--- config.mk ---
export PLATFORM = sky130hd
export DESIGN_NAME = btb_update_ctrl
export DESIGN_NICKNAME = d
export VERILOG_FILES = /design/src/rtl/btb_update_ctrl.sv
export SDC_FILE = /design/constraint.sdc
export NUM_CORES = 1
export LEC_CHECK = 0
export BUFFER_PORTS_ARGS = -buffer_cell sky130_fd_sc_hd__buf_2
export CELL_PAD_IN_SITES_DETAIL_PLACEMENT = 1
export CELL_PAD_IN_SITES_GLOBAL_PLACEMENT = 1
export CORE_MARGIN = 5
export CORE_UTILIZATION = 52
export CTS_CLUSTER_DIAMETER = 100
export CTS_CLUSTER_SIZE = 16
export DETAILED_ROUTE_END_ITERATION = 7
export PLACE_DENSITY_LB_ADDON = 0.1
export SETUP_SLACK_MARGIN = 0.02
export SLEW_MARGIN = 20
export SYNTH_ARGS = -nofsm -noshare
export SYNTH_HDL_FRONTEND = slang
export SYNTH_SLANG_ARGS = --single-unit
--- constraint.sdc ---
create_clock -name clk -period 9.75 [get_ports clk]
set_input_delay 0.975 -clock clk [delete_from_list [all_inputs] [get_ports clk]]
set_output_delay 0.975 -clock clk [all_outputs]
set_load 0.03 [all_outputs]
--- src/rtl/btb_update_ctrl.sv ---
// BTB write-side controller: filters EX branch resolutions, queues needed updates
// in a small FIFO, drains one write per cycle, and sweeps the BTB clear on flush.
module btb_update_ctrl #(
  parameter int BUFFER_ADDR_LEN = 12,
  parameter int FIFO_DEPTH      = 4
) (
  input  logic        clk,
  input  logic        rst,
  input  logic        ex_valid,
  output logic        ex_ready,
  input  logic        ex_is_branch,
  input  logic [31:0] ex_pc,
  input  logic        ex_taken,
  input  logic [31:0] ex_target,
  input  logic        ex_predicted,
  input  logic [31:0] ex_predicted_pc,
  input  logic        flush_req,
  output logic        flush_busy,
  output logic        btb_wr_req,
  output logic [31:0] btb_wr_PC,
  output logic [31:0] btb_wr_predicted_PC,
  output logic        btb_wr_predicted_state_bit,
  output logic [31:0] mispredict_cnt
);
  localparam int PTR_W = $clog2(FIFO_DEPTH);
  localparam int CNT_W = PTR_W + 1;
  localparam int IDX_W = BUFFER_ADDR_LEN + 1;
  localparam logic [IDX_W-1:0] IDX_END = IDX_W'(1) << BUFFER_ADDR_LEN;

  typedef enum logic {IDLE, SWEEP} state_t;

  state_t             state_reg, state_next;
  logic [IDX_W-1:0]   idx_reg, idx_next;
  logic [PTR_W-1:0]   wr_ptr_reg, rd_ptr_reg;
  logic [CNT_W-1:0]   count_reg;
  logic [31:0]        fifo_pc  [FIFO_DEPTH];
  logic [31:0]        fifo_tgt [FIFO_DEPTH];
  logic               fifo_bit [FIFO_DEPTH];

  logic        fifo_full, fifo_empty, need_write, push, pop;
  logic        wr_req_next, wr_bit_next;
  logic [31:0] wr_pc_next, wr_tgt_next, sweep_pc;

  assign fifo_full  = (count_reg == CNT_W'(FIFO_DEPTH));
  assign fifo_empty = (count_reg == '0);
  assign ex_ready   = !rst && (state_reg == IDLE) && !fifo_full && !flush_req;
  assign need_write = ex_is_branch &&
                      ((ex_taken != ex_predicted) || (ex_taken && (ex_target != ex_predicted_pc)));
  assign push       = ex_valid && ex_ready && need_write;
  // A flush discards the queue, so nothing is popped on that edge.
  assign pop        = (state_reg == IDLE) && !fifo_empty && !flush_req;
  assign sweep_pc   = {{(30-BUFFER_ADDR_LEN){1'b0}}, idx_reg[BUFFER_ADDR_LEN-1:0], 2'b00};
  assign flush_busy = (state_reg == SWEEP);

  always_comb begin
    state_next  = state_reg;
    idx_next    = idx_reg;
    wr_req_next = 1'b0;
    wr_pc_next  = btb_wr_PC;
    wr_tgt_next = btb_wr_predicted_PC;
    wr_bit_next = btb_wr_predicted_state_bit;
    if (flush_req) begin
      // Index 0 is written on the flush edge itself; the sweep continues from 1.
      state_next  = SWEEP;
      idx_next    = IDX_W'(1);
      wr_req_next = 1'b1;
      wr_pc_next  = 32'd0;
      wr_tgt_next = 32'd0;
      wr_bit_next = 1'b0;
    end else if (state_reg == SWEEP) begin
      if (idx_reg == IDX_END) begin
        state_next = IDLE;
      end else begin
        wr_req_next = 1'b1;
        wr_pc_next  = sweep_pc;
        wr_tgt_next = 32'd0;
        wr_bit_next = 1'b0;
        idx_next    = idx_reg + IDX_W'(1);
      end
    end else if (!fifo_empty) begin
      wr_req_next = 1'b1;
      wr_pc_next  = fifo_pc[rd_ptr_reg];
      wr_tgt_next = fifo_tgt[rd_ptr_reg];
      wr_bit_next = fifo_bit[rd_ptr_reg];
    end
  end

  always_ff @(posedge clk or posedge rst) begin
    if (rst) begin
      state_reg                  <= IDLE;
      idx_reg                    <= '0;
      btb_wr_req                 <= 1'b0;
      btb_wr_PC                  <= 32'd0;
      btb_wr_predicted_PC        <= 32'd0;
      btb_wr_predicted_state_bit <= 1'b0;
    end else begin
      state_reg                  <= state_next;
      idx_reg                    <= idx_next;
      btb_wr_req                 <= wr_req_next;
      btb_wr_PC                  <= wr_pc_next;
      btb_wr_predicted_PC        <= wr_tgt_next;
      btb_wr_predicted_state_bit <= wr_bit_next;
    end
  end

  always_ff @(posedge clk or posedge rst) begin
    if (rst) begin
      wr_ptr_reg <= '0;
      rd_ptr_reg <= '0;
      count_reg  <= '0;
    end else if (flush_req) begin
      wr_ptr_reg <= '0;
      rd_ptr_reg <= '0;
      count_reg  <= '0;
    end else begin
      if (push) wr_ptr_reg <= wr_ptr_reg + PTR_W'(1);
      if (pop)  rd_ptr_reg <= rd_ptr_reg + PTR_W'(1);
      count_reg <= count_reg + CNT_W'(push) - CNT_W'(pop);
    end
  end

  always_ff @(posedge clk) begin
    if (push) begin
      fifo_pc[wr_ptr_reg]  <= ex_pc;
      fifo_tgt[wr_ptr_reg] <= ex_target;
      fifo_bit[wr_ptr_reg] <= ex_taken;
    end
  end

  always_ff @(posedge clk or posedge rst) begin
    if (rst)       mispredict_cnt <= 32'd0;
    else if (push) mispredict_cnt <= mispredict_cnt + 32'd1;
  end
endmodule
After elaboration in Yosys (flattened, before gate mapping)
Memories as Yosys holds them, arrays and structs flattened.
Index checks and enable logic that the tools add are counted.
{"block": "word_totals", "word_cells": 75, "ramBits": 260, "input_bits": 103, "output_inout_bits": 100, "regBits": 119, "memories": 3}
{"memory": "fifo_pc", "depth": 4, "width": 32, "rd": 1, "rd_clocked_by_memory_dff": 0, "wr": 1, "line_no": "36", "source": "logic [31:0] fifo_pc [FIFO_DEPTH];"}
{"memory": "fifo_tgt", "depth": 4, "width": 32, "rd": 1, "rd_clocked_by_memory_dff": 0, "wr": 1, "line_no": "37", "source": "logic [31:0] fifo_tgt [FIFO_DEPTH];"}
{"memory": "fifo_bit", "depth": 4, "width": 1, "rd": 1, "rd_clocked_by_memory_dff": 0, "wr": 1, "line_no": "38", "source": "logic fifo_bit [FIFO_DEPTH];"}
{"block": "classes", "n_addsub": 6, "bitwise": 1, "n_reduce_logical": 20, "mux": 28, "n_eq_ne": 7}
{"operator": "$mux 32", "count": 8}
{"operator": "$mux 13", "count": 3}
{"operator": "$add 32x1->32 const B", "count": 1}
{"operator": "$ne 32x32->1", "count": 1}
{"operator": "$add 13x1->13 const B", "count": 1}
{"operator": "$eq 13x13->1 const B", "count": 1}
{"operator": "$mux 1", "count": 12}
{"operator": "$logic_and 1x1->1", "count": 9}
{"operator": "$mux 2", "count": 4}
{"operator": "$ne 3x3->1 const B", "count": 2}
{"operator": "$reduce_bool 2->1", "count": 3}
{"operator": "$add 2x1->2 const B", "count": 2}
{"operator": "$logic_not 1->1", "count": 4}
{"operator": "$reduce_and 2->1", "count": 2}
{"operator": "$add 3x1->3", "count": 1}
{"operator": "$eq 3x3->1 const B", "count": 1}
{"operator": "$logic_not 3->1", "count": 1}
{"operator": "$mux 3", "count": 1}
{"operator": "$sub 3x1->3", "count": 1}
{"operator": "$ne 2x2->1 const B", "count": 1}
{"operator": "$logic_or 1x1->1", "count": 1}
{"operator": "$ne 1x1->1", "count": 1}
{"operator": "$not 1->1", "count": 1}

Depth between registers and ports, before layout
Gate-level depths: netlist (run 1).
{"block": "depth", "depth_word": 9, "mapped_depth": 15, "mapped_depth_nobuf": 14}

Worst setup path before layout (run 1)
OpenSTA, ideal clock, no wires.
{"block": "synth_timing", "path_type": "input to register", "start": "input flush_req", "end": "memory fifo_bit[0] (enable)", "t_required_ns": 9.320, "path_buffers": 2, "setup_ns": 0.430, "slack_ns": 5.535, "arrival_ns": 3.785, "stages": 5, "path_cell_list": "buf_2 -> or2_4 -> a2111oi_4 -> clkbuf_1 -> and3_1"}
{"block": "synth_between", "elab_chain_cells": 6}
{"item": "start: declaration", "line_no": "17", "source": "input logic flush_req,"}
{"item": "$logic_not 1->1", "line_no": "46", "source": "assign ex_ready = !rst && (state_reg == IDLE) && !fifo_full && !flush_req;"}
{"item": "$logic_and 1x1->1", "line_no": "46"}
{"item": "$logic_and 1x1->1 (2 in a row)", "line_no": "49", "source": "assign push = ex_valid && ex_ready && need_write;"}
{"item": "$mux 1", "line_no": "123", "source": "if (push) begin"}
{"item": "$mux 1 (implied by the code)", "line_no": "126", "source": "fifo_bit[wr_ptr_reg] <= ex_taken;"}
{"item": "end: declaration", "line_no": "38"}
Every way passes these cells.

Worst setup path in the final report (run 1)
{"block": "layout_timing", "start": "input ex_target[15]", "end": "register count_reg[2]"}
{"block": "layout_between", "elab_chain_cells": 8}
{"item": "start: declaration", "line_no": "14", "source": "input logic [31:0] ex_target,"}
{"item": "$ne 32x32->1", "line_no": "48", "source": "((ex_taken != ex_predicted) || (ex_taken && (ex_target != ex_predicted_pc)));"}
{"item": "$logic_and 1x1->1", "line_no": "48"}
{"item": "$logic_or 1x1->1", "line_no": "48"}
{"item": "$logic_and 1x1->1", "line_no": "47", "source": "assign need_write = ex_is_branch &&"}
{"item": "$logic_and 1x1->1", "line_no": "49"}
{"item": "$add 3x1->3", "line_no": "118", "source": "count_reg <= count_reg + CNT_W'(push) - CNT_W'(pop);"}
{"item": "$sub 3x1->3", "line_no": "118"}
{"item": "$mux 3", "line_no": "111", "source": "end else if (flush_req) begin"}
{"item": "end signal: assignment", "line_no": "118"}
{"item": "end: declaration", "line_no": "35", "source": "logic [CNT_W-1:0] count_reg;"}
Every way passes these cells.
A chain may end at the register's enable or synchronous reset.

==> out/results.tsv, run 1 <==
metric	value	unit
nets	1235	
cp.buffers_inverters	5	
grt_pass1_wl	54.2	mm
cp.required	10160	ps
hpwl	21.4	mm
portBuffers	202	
ys_seq_elements	379	
max-cap-violations	0	
die_h	180	um
hold_end	mispredict_cnt[31]$_DFFE_PP0P_	
remaining_drc_errors	0	
critical_path_class	in2reg	
worstPathMaxFanout	29	
critPathTopFamily	simple AND/OR/NAND/NOR gates	
netlist_instances	932	
synth-simple-area-share	0.0787	
clock_latency	550	ps
synthAdderAreaFrac	0.00880	
min_path_cells	1	
ctsRootBufferMaster	clkbuf_16	
grt_pass1_vias	9252	
top_regs	fifo_pc: 128 flops, fifo_tgt: 128 flops	
cts_max_path_buffers	3	
status	finished, final reports clean	
min_path_type	reg2reg	
gp_congestion	0.734	
critical_path.cell_chain	buf_2 -> xnor2_1 -> nand4_1 -> nor3_1 -> and4_1 -> buf_4 -> nor2_1 -> inv_1 -> ha_1 -> inv_1 -> ha_1 -> inv_1 -> fa_1 -> xor2_1 -> xnor2_1 -> nor2_1	
hold_buffers	0	
arrival	4170	ps
max_slew_margin	0.281	
finalCritPeriodShare	0.386	
ir_drop	0.177	mV
report.final.setup_viol	0	
finalHoldViolCount	0	
post-route-min-period	3770	ps
timing.rr.start	flush_busy$_DFF_PP0_	
htreeDepth	1	
synth-xor-area-share	0.0454	
cp_slowest_cell	nor3_1	
tritoncts	done	
via_per_inst	5.50	
cts_resized	0	
synth_flop_cell	edfxtp_1	
synth_area_leaders	edfxtp_1 (52%), dfrtp_1 (20%), mux4_2 (9.7%)	
clkSlewWorstSetupHoldPaths	70	ps
p_leak	6.48	nW
critPathMostFrequentCell	inv_1	
ant_nets	0	
skew	23.5	ps
ys_async_sr_fraction	0.314	
cts_buffers	27	
yosysTopAreaCell	edfxtp_1	
synth_warnings	0	
area_growth	14.3	%
gr-usage-all-layers	0.211	
rsz0062_at_grt	no	
drt_iter0_markers	567	
clock_sinks	379	
std_cell_rows	62	
finalSetupTns	0	ps
die-area	32500	um^2
core_area	28600	um^2
grt_overflow_total	0	
seq_area_frac_synth	0.716	
power_density	166	nW/um^2
ff2ff_setup_slack	6160	ps
first_pass_iters	4	
via_count	8400	
fmax	266	MHz
antenna_found_initial	5	
io_pins	203	
synth_top_family_by_area	multiplexers	
total_power	0.00286	W
worst_setup_path_start_kind	primary input	
dieWidth	180	um
reg2reg_depth	6	
min_from	mispredict_cnt[31]$_DFFE_PP0P_	
synth_area_per_cell	16.2	um^2
muxShareOfSynthArea	0.106	
wl_per_cell	22.4	um
cp-end-kind	register	
max_stage_delay	560	ps
synth_edf_count	260	
drive_gt1_frac	0.279	
slew_violations	0	
drt-total-wl	34.2	mm
ys_types	41	
grt_max_degree	107	
r2r-end	btb_wr_predicted_PC[1]$_DFFE_PP0P_	
postCtsSetupBuffers	0	
start_util	0.526	
syn_nets	1045	
yosys.area.top_type_share	0.518	
syn_area	15100	um^2
synth_compound_area_frac	0.0296	
worst_pin_slew	1080	ps
[stage by stage]
stage | instances | area, um^2 | util | setup WS (ps) | hold slack, ps
finish | 1527 | 17200 | 0.602 | 5980 | 465
global route | 1526 | 17200 | 0.601 | 5790 | 497
CTS | 1526 | 17200 | 0.601 | 5990 | 472
detailed placement | 1477 | 16500 | 0.575 | 5420 | 452
global placement | 1477 | 16500 | 0.575 | 5440 | 455
floorplan | 932 | 15100 | - | 5530 | 497
[metal layers]
layer  global-route usage  part of all wire  up-vias
met1                0.294              0.42     4286
met5                    0            0.0015        -
li1                     -                 -     3863
met4               0.0357             0.015        8
met3               0.0446             0.066       37
met2                0.353              0.49      206
[cells by family after synthesis]
group	after synthesis
adders and majority gates	10
xor gates and xnor gates	78
muxes	78
DFF	379
buffers and inverters	59
and+or+nand+nor	252
AOI/OAI and AO/OA	76
[report_power, final]
part           total [W]  internal [W]  switching, W
Sequential       0.00173       0.00172    0.00000323
Clock            0.00105      0.000522      0.000529
Combinational  0.0000814     0.0000293     0.0000521
[worst max path at each step]
stage	slack, ps	cells past startpoint	end	from
2_1_floorplan	5530	5	fifo_bit[0]$_DFFE_PP_	flush_req
3_3_place_gp	5440	16	count_reg[2]$_DFF_PP0_	ex_target[15]
3_5_place_dp	5420	16	count_reg[2]$_DFF_PP0_	ex_target[15]
4_1_cts	5990	16	count_reg[2]$_DFF_PP0_	ex_target[15]
5_1_grt	5790	7	mispredict_cnt[25]$_DFFE_PP0P_	flush_req
6_report	5980	16	count_reg[2]$_DFF_PP0_	ex_target[15]
[cell type report]
| type | count | area (um^2) |
|---|---|---|
| inverters | 13 | 53.8 |
| multi-input cells | 494 | 4080 |
| clock buffers | 48 | 754 |
| repair buffers | 207 | 1050 |
| diodes | 1 | 2.50 |
| well taps | 384 | 480 |
| flip-flops and latches | 379 | 10800 |
| fillers | 2688 | 11400 |
| clock inverters | 1 | 6.26 |
[synth_stat cells (8+ instances only)]
cell	instances
nand2_1	131
edfxtp_1	260
nor4_1	8
o21ai_0	55
and3_1	9
buf_2	12
xnor2_1	44
nor3_1	15
clkbuf_1	30
mux4_2	65
mux2i_1	12
nand4_1	19
o31ai_1	13
nor2_1	29
dfrtp_1	119
nand3_1	19
ha_1	9
xor2_1	34
inv_1	13
[worst register-to-register path: stages (launching register included)]
cell	delay (ps)
dfrtp_1	500
inv_1	530
a31oi_1	250
or2_2	380
nor2_4	470
buf_4	880
o21ai_0	370
[cells in the final DEF (no fill, tap or decap), types with 3 or more instances in the layout]
cell,instances
and4_1,4
mux2i_1,12
and3_1,5
nor3_1,15
nand3_1,19
inv_1,12
xnor2_1,44
a21oi_1,3
xor2_1,34
nand4_1,19
and3_4,4
mux4_2,65
nor4b_1,4
nand2_1,131
ha_1,9
o31ai_1,13
nor3_2,4
o21ai_0,55
buf_2,202
buf_4,4
nor4_1,8
clkbuf_16,27
edfxtp_1,260
dfrtp_1,117
nor2_1,27
clkbuf_1,21
No activity file was read; power rests on OpenSTA's default activity.
==> run 2: changes to the inputs <==
--- a/config.mk
+++ b/config.mk
@@ -9,7 +9,7 @@
 export CELL_PAD_IN_SITES_DETAIL_PLACEMENT = 1
 export CELL_PAD_IN_SITES_GLOBAL_PLACEMENT = 1
 export CORE_MARGIN = 5
-export CORE_UTILIZATION = 52
+export CORE_UTILIZATION = 43
 export CTS_CLUSTER_DIAMETER = 100
 export CTS_CLUSTER_SIZE = 16
 export DETAILED_ROUTE_END_ITERATION = 7
==> constraint.sdc (replaced) <==
create_clock -name clk -period 3.45 [get_ports clk]
set_input_delay 0.345 -clock clk [delete_from_list [all_inputs] [get_ports clk]]
set_output_delay 0.345 -clock clk [all_outputs]
set_load 0.03 [all_outputs]
==> run 2 against run 1 <==
Effect of this change: total power rose to 2.8 times the previous value; combinational power rose to 3.2 times the previous value; global-route usage down 2.5 points; largest power group unchanged; largest cell class unchanged.
==> out/results.tsv, run 2 (synthesis results as in run 1) <==
metric	value	unit
ir_drop	0.443	mV
cts_max_path_buffers	3	
skew	16.9	ps
report.final.setup_viol	0	
die_h	197	um
postCtsSetupBuffers	0	
tritoncts	done	
critPathMostFrequentCell	inv_1	
ctsRootBufferMaster	clkbuf_16	
internal-power	0.00645	W
first_pass_iters	4	
seq_power_share	0.600	
wl_per_cell	21.9	um
status	finished, final reports clean	
clkPwrFrac	0.367	
comb_power_share	0.032	
post-route-min-period	2810	ps
final_common_cell	edfxtp_1	
worst_pin_slew	760	ps
swShare	0.206	
clock_sinks	379	
grt_max_degree	73	
htreeDepth	1	
clkSlewWorstSetupHoldPaths	80	ps
start_util	0.436	
worstPathMaxFanout	3	
ant_nets	0	
cp_slowest_cell	dfrtp_1	
finalCritPeriodShare	0.816	
worst_setup_path_start_kind	register	
p_switching	0.00167	W
grt-busiest-layer	met2	
via_count	8644	
portBuffers	202	
arrival	3230	ps
die-area	38900	um^2
most-common-layout-cells	edfxtp_1 (260), buf_2 (202), nand2_1 (131), dfrtp_1 (117), mux4_2 (65)	
area_growth	18.5	%
cts_buffers	27	
grt_util_met1	0.260	
critical_path.cell_chain	or2_4 -> a211oi_2 -> o2111ai_1 -> nor2_1 -> inv_1 -> ha_1 -> inv_1 -> ha_1 -> inv_1 -> fa_1 -> xor2_1 -> xnor2_1 -> nor2_1	
cp-end-kind	register	
critPathTopFamily	adder cells	
finalSetupTns	0	ps
std_cell_rows	68	
worst_slack	635	ps
io_pins	203	
clock_latency	550	ps
grt_pass1_wl	56.1	mm
finalHoldViolCount	0	
dieWidth	197	um
ff2ff_setup_slack	640	ps
power_density	455	nW/um^2
max-cap-violations	0	
cp.buffers_inverters	3	
antenna_found_initial	9	
drt_iter0_markers	466	
critical_path_class	reg2reg	
rsz0062_at_grt	no	
place_ws	341	ps
p_leak	6.73	nW
top_regs	fifo_pc: 128 flops, fifo_tgt: 128 flops	
grt_pass1_vias	9317	
drt-total-wl	36.2	mm
min_path_type	in2reg	
via_per_inst	5.24	
drive_gt1_frac	0.288	
max_slew_margin	0.493	
max_stage_delay	380	ps
hpwl	23.1	mm
remaining_drc_errors	0	
gp_congestion	0.736	
insertedDiodeCount	0	
core_area	34500	um^2
cts_resized	0	
grt_use_met3	0.0391	
grt_overflow_total	0	
cp.required	3870	ps
nets	1287	
fmax	355	MHz
hold_buffers	28	
slew_violations	0	
met2_usage	0.310	
gr-usage-all-layers	0.185	
run 2: per-stage QoR:
step | cells | hold slack, ps | utilization | area (um^2) | power (W)
6_report | 1649 | 33.7 | 0.517 | 17900 | 0.00813
5_1_grt | 1649 | 3.42 | 0.517 | 17900 | 0.00846
4_1_cts | 1649 | 3.73 | 0.517 | 17900 | 0.00823
3_5_place_dp | 1572 | 462 | 0.487 | 16800 | 0.00522
3_3_place_gp | 1572 | 457 | 0.487 | 16800 | 0.00522
2_1_floorplan | 932 | 444 | - | 15100 | 0.00507
run 2: worst paths after layout:
path                       cells after the start                            end                startpoint
min reg2reg                                    2       btb_wr_PC[9]$_DFFE_PP0P_  btb_wr_PC[9]$_DFFE_PP0P_
max in group asynchronous                      4        idx_reg[12]$_DFFE_PP0P_                       rst
min                                            1        fifo_pc[0][3]$_DFFE_PP_                  ex_pc[3]
max                                           13         count_reg[2]$_DFF_PP0_      flush_busy$_DFF_PP0_
max reg2reg                                   13         count_reg[2]$_DFF_PP0_      flush_busy$_DFF_PP0_
min in group asynchronous                      3  mispredict_cnt[9]$_DFFE_PP0P_                       rst
run 2: final cells by class:
cell class	count	area (um^2)
fillers	3445	16700
flip-flops and latches	379	10800
well taps	455	569
multi-input cells	494	4080
clock buffers	48	754
repair buffers	259	1600
inverters	13	52.6
clock inverters	1	6.26
run 2: per-layer routing:
metal	wire length, um	vias up
li1	-	3969
met1	15800	4423
met2	17700	187
met3	2130	49
met4	437	16
met5	107	-
run 2: power by group through the flow:
stage	Combinational, W	Clock [W]	Sequential, W
2_1_floorplan	0.0000797	0	0.00499
3_3_place_gp	0.000236	0	0.00498
3_5_place_dp	0.000242	0	0.00498
4_1_cts	0.000270	0.00308	0.00488
5_1_grt	0.000290	0.00329	0.00488
6_report	0.000264	0.00298	0.00488
==> run 3: changes to the inputs <==
--- a/config.mk
+++ b/config.mk
@@ -5,11 +5,12 @@
 export SDC_FILE = /design/constraint.sdc
 export NUM_CORES = 1
 export LEC_CHECK = 0
+export ABC_AREA = 1
 export BUFFER_PORTS_ARGS = -buffer_cell sky130_fd_sc_hd__buf_2
 export CELL_PAD_IN_SITES_DETAIL_PLACEMENT = 1
 export CELL_PAD_IN_SITES_GLOBAL_PLACEMENT = 1
 export CORE_MARGIN = 5
-export CORE_UTILIZATION = 43
+export CORE_UTILIZATION = 46
 export CTS_CLUSTER_DIAMETER = 100
 export CTS_CLUSTER_SIZE = 16
 export DETAILED_ROUTE_END_ITERATION = 7
==> constraint.sdc (replaced) <==
create_clock -name clk -period 2.9 [get_ports clk]
set_input_delay 0.29 -clock clk [delete_from_list [all_inputs] [get_ports clk]]
set_output_delay 0.29 -clock clk [all_outputs]
set_load 0.03 [all_outputs]
==> run 3 against run 2 <==
Effect of this change: the run now ends with negative hold slack left; first-iteration DRC count up 29%; hold slack worse by 34 ps; combinational power is 36% higher; highest routed layer unchanged; critical path type is now in2reg; sequential power increased by 19%; setup slack got worse by 400 ps; utilization grew 3.6 points; clock skew decreased by 0.99 ps; count of clock-buffer cells in the layout is 2 lower; global-route usage rose by 4.2 points; non-clock buffer count increased by 32; final area is 7.0% higher; die area shrank 0.18%.
==> out/results.tsv, run 3 <==
metric	value	unit
yosys.area.top_type_share	0.485	
synth.most_common_cell	nand2_1	
syn_nets	1617	
clock_sinks	379	
worst_pin_slew	803	ps
start_util	0.466	
max_slew_margin	0.465	
via_count	11900	
post-route-min-period	2660	ps
clkSlewWorstSetupHoldPaths	70	ps
syn_area	16100	um^2
final_common_cell	nand2_1	
grt_max_degree	102	
gp_congestion	0.790	
ctsRootBufferMaster	clkbuf_16	
report.final.setup_viol	0	
p_leak	7.76	nW
place_ws	70.8	ps
remaining_drc_errors	0	
portBuffers	202	
drt_iter0_markers	603	
critPathTopFamily	simple AND/OR/NAND/NOR gates	
synth_area_leaders	edfxtp_1 (49%), dfrtp_1 (19%), nand2_1 (7.5%)	
ant_nets	0	
htreeDepth	1	
via_per_inst	5.37	
yosysTopAreaCell	edfxtp_1	
min_path_type	in2async	
grt_overflow_total	0	
std_cell_rows	68	
postCtsSetupBuffers	0	
die-area	38800	um^2
critical_path_class	in2reg	
cp-end-kind	register	
gr-usage-all-layers	0.228	
dieWidth	197	um
clock_latency	570	ps
status	finished, violations left	
wl_per_cell	20.1	um
hpwl	28.2	mm
grt_pass1_wl	70.5	mm
area_growth	18.7	%
slew_violations	0	
critical_path.cell_chain	dlygate4sd3_1 -> buf_2 -> xnor2_2 -> nand2_1 -> nor2_1 -> nand2_1 -> nor2_1 -> nand3_1 -> nand2_2 -> ha_4 -> inv_2 -> ha_4 -> inv_2 -> fa_2 -> and3_1 -> nor3_1	
ir_drop	0.396	mV
seq_area_frac_synth	0.671	
io_pins	203	
synth_commonest_cells	nand2_1 (321), edfxtp_1 (260), nor2_1 (179)	
synth_edf_count	260	
finalCritPeriodShare	0.919	
skew	15.9	ps
synth_flop_cell	edfxtp_1	
die_h	197	um
arrival	3140	ps
antenna_found_initial	3	
max_stage_delay	530	ps
cts_max_path_buffers	3	
ys_types	37	
synth_warnings	0	
worst_setup_path_start_kind	primary input	
nets	1859	
grt_pass1_vias	12600	
ys_seq_elements	379	
cp.buffers_inverters	4	
top_regs	fifo_pc: 128 flops, fifo_tgt: 128 flops	
whs	-0.459	ps
core_area	34500	um^2
cts_buffers	27	
worst_slack	236	ps
worstPathMaxFanout	5	
finalHoldViolCount	2	
most-common-layout-cells	nand2_1 (320), edfxtp_1 (260), buf_2 (202), o21ai_0 (174), nor2_1 (174)	
max-cap-violations	0	
failed_checks	negative hold slack	
rsz0062_at_grt	no	
ys_async_sr_fraction	0.314	
total_power	0.00985	W
first_pass_iters	5	
tritoncts	done	
drive_gt1_frac	0.164	
netlist_instances	1504	
cp.required	3370	ps
synth_area_per_cell	10.7	um^2
drt-total-wl	44.6	mm
power_density	516	nW/um^2
cp_slowest_cell	dlygate4sd3_1	
fmax	375	MHz
## run 3: cell types whose count changed after synthesis, moves of 55 or more
| cell | delta |
|---|---|
| inv_1 | +80 |
| mux4_2 | -65 |
| nand2_1 | +190 |
| nor2_1 | +150 |
| o21ai_0 | +119 |
| o22ai_1 | +55 |
## run 3: logic make-up (layout without fill, tap and decap cells)
family,count (synthesis),after routing,share of synthesized area
buffers and inverters,174,435,0.0450
and+or+nand+nor,606,606,0.156
xor gates and xnor gates,32,32,0.0174
adders and majority gates,10,10,0.00825
DFF,379,379,0.671
other,0,1,0
AOI/OAI and AO/OA,303,303,0.103
## run 3: report_power, final
group          switching (W)  leakage [nW]  internal, W  total (W)
combinational       0.000210          3.41     0.000150   0.000359
sequential        0.00000806          3.98      0.00579    0.00580
clock                0.00184         0.379      0.00185    0.00369
## run 3: through the flow
| step | cells | cell area (um^2) | util | TNS (ps) |
|---|---|---|---|---|
| after global placement | 2109 | 17700 | 0.511 | 0 |
| after global routing | 2221 | 19100 | 0.553 | 0 |
| after CTS | 2220 | 19100 | 0.552 | 0 |
| after detailed placement | 2109 | 17700 | 0.511 | 0 |
| after floorplan | 1504 | 16200 | - | -207140 |
| final | 2221 | 19100 | 0.553 | 0 |
## run 3: repair_timing
| item | in CTS | in global routing |
|---|---|---|
| setup endpoints to repair | 0 | 2 |
| resized for setup | 0 | 2 |
| hold buffers | 63 | 0 |
| endpoints found under the hold margin | 252 | 0 |
## run 3: final cells by class
type                            count  area, um^2
Multi-Input combinational cell    951        4650
Antenna cell                        1        2.50
Sequential cell                   379       10800
Clock inverter                      2        50.0
Timing Repair Buffer              291        1920
Clock buffer                       46         747
Fill cell                        3742       15400
Tap cell                          455         569
Inverter                           96         367
## run 3: tightest hold or removal path: stages
cell and delay [ps]:
buf_2 120, clkinvlp_4 80, buf_6 580
## run 3: layer usage
metal | part of all wire | vias to the layer above | track usage
met5 | 0.00058 | - | 0
met4 | 0.014 | 4 | 0.0439
met3 | 0.052 | 52 | 0.0344
met2 | 0.48 | 282 | 0.388
met1 | 0.45 | 5939 | 0.315
li1 | - | 5648 | -
## run 3: final timing paths
| check | depth (start not counted) | end | slack (ps) | startpoint |
|---|---|---|---|---|
| max | 16 | count_reg[2]$_DFF_PP0_ | 240 | ex_target[10] |
| min | 3 | count_reg[2]$_DFF_PP0_ | -0.5 | rst |
| max reg2reg | 10 | count_reg[2]$_DFF_PP0_ | 730 | count_reg[1]$_DFF_PP0_ |
| min reg2reg | 2 | btb_wr_PC[14]$_DFFE_PP0P_ | 490 | btb_wr_PC[14]$_DFFE_PP0P_ |
| max in group asynchronous | 4 | btb_wr_predicted_PC[19]$_DFFE_PP0P_ | 1700 | rst |
| min in group clk | 1 | fifo_bit[1]$_DFFE_PP_ | 20 | ex_taken |
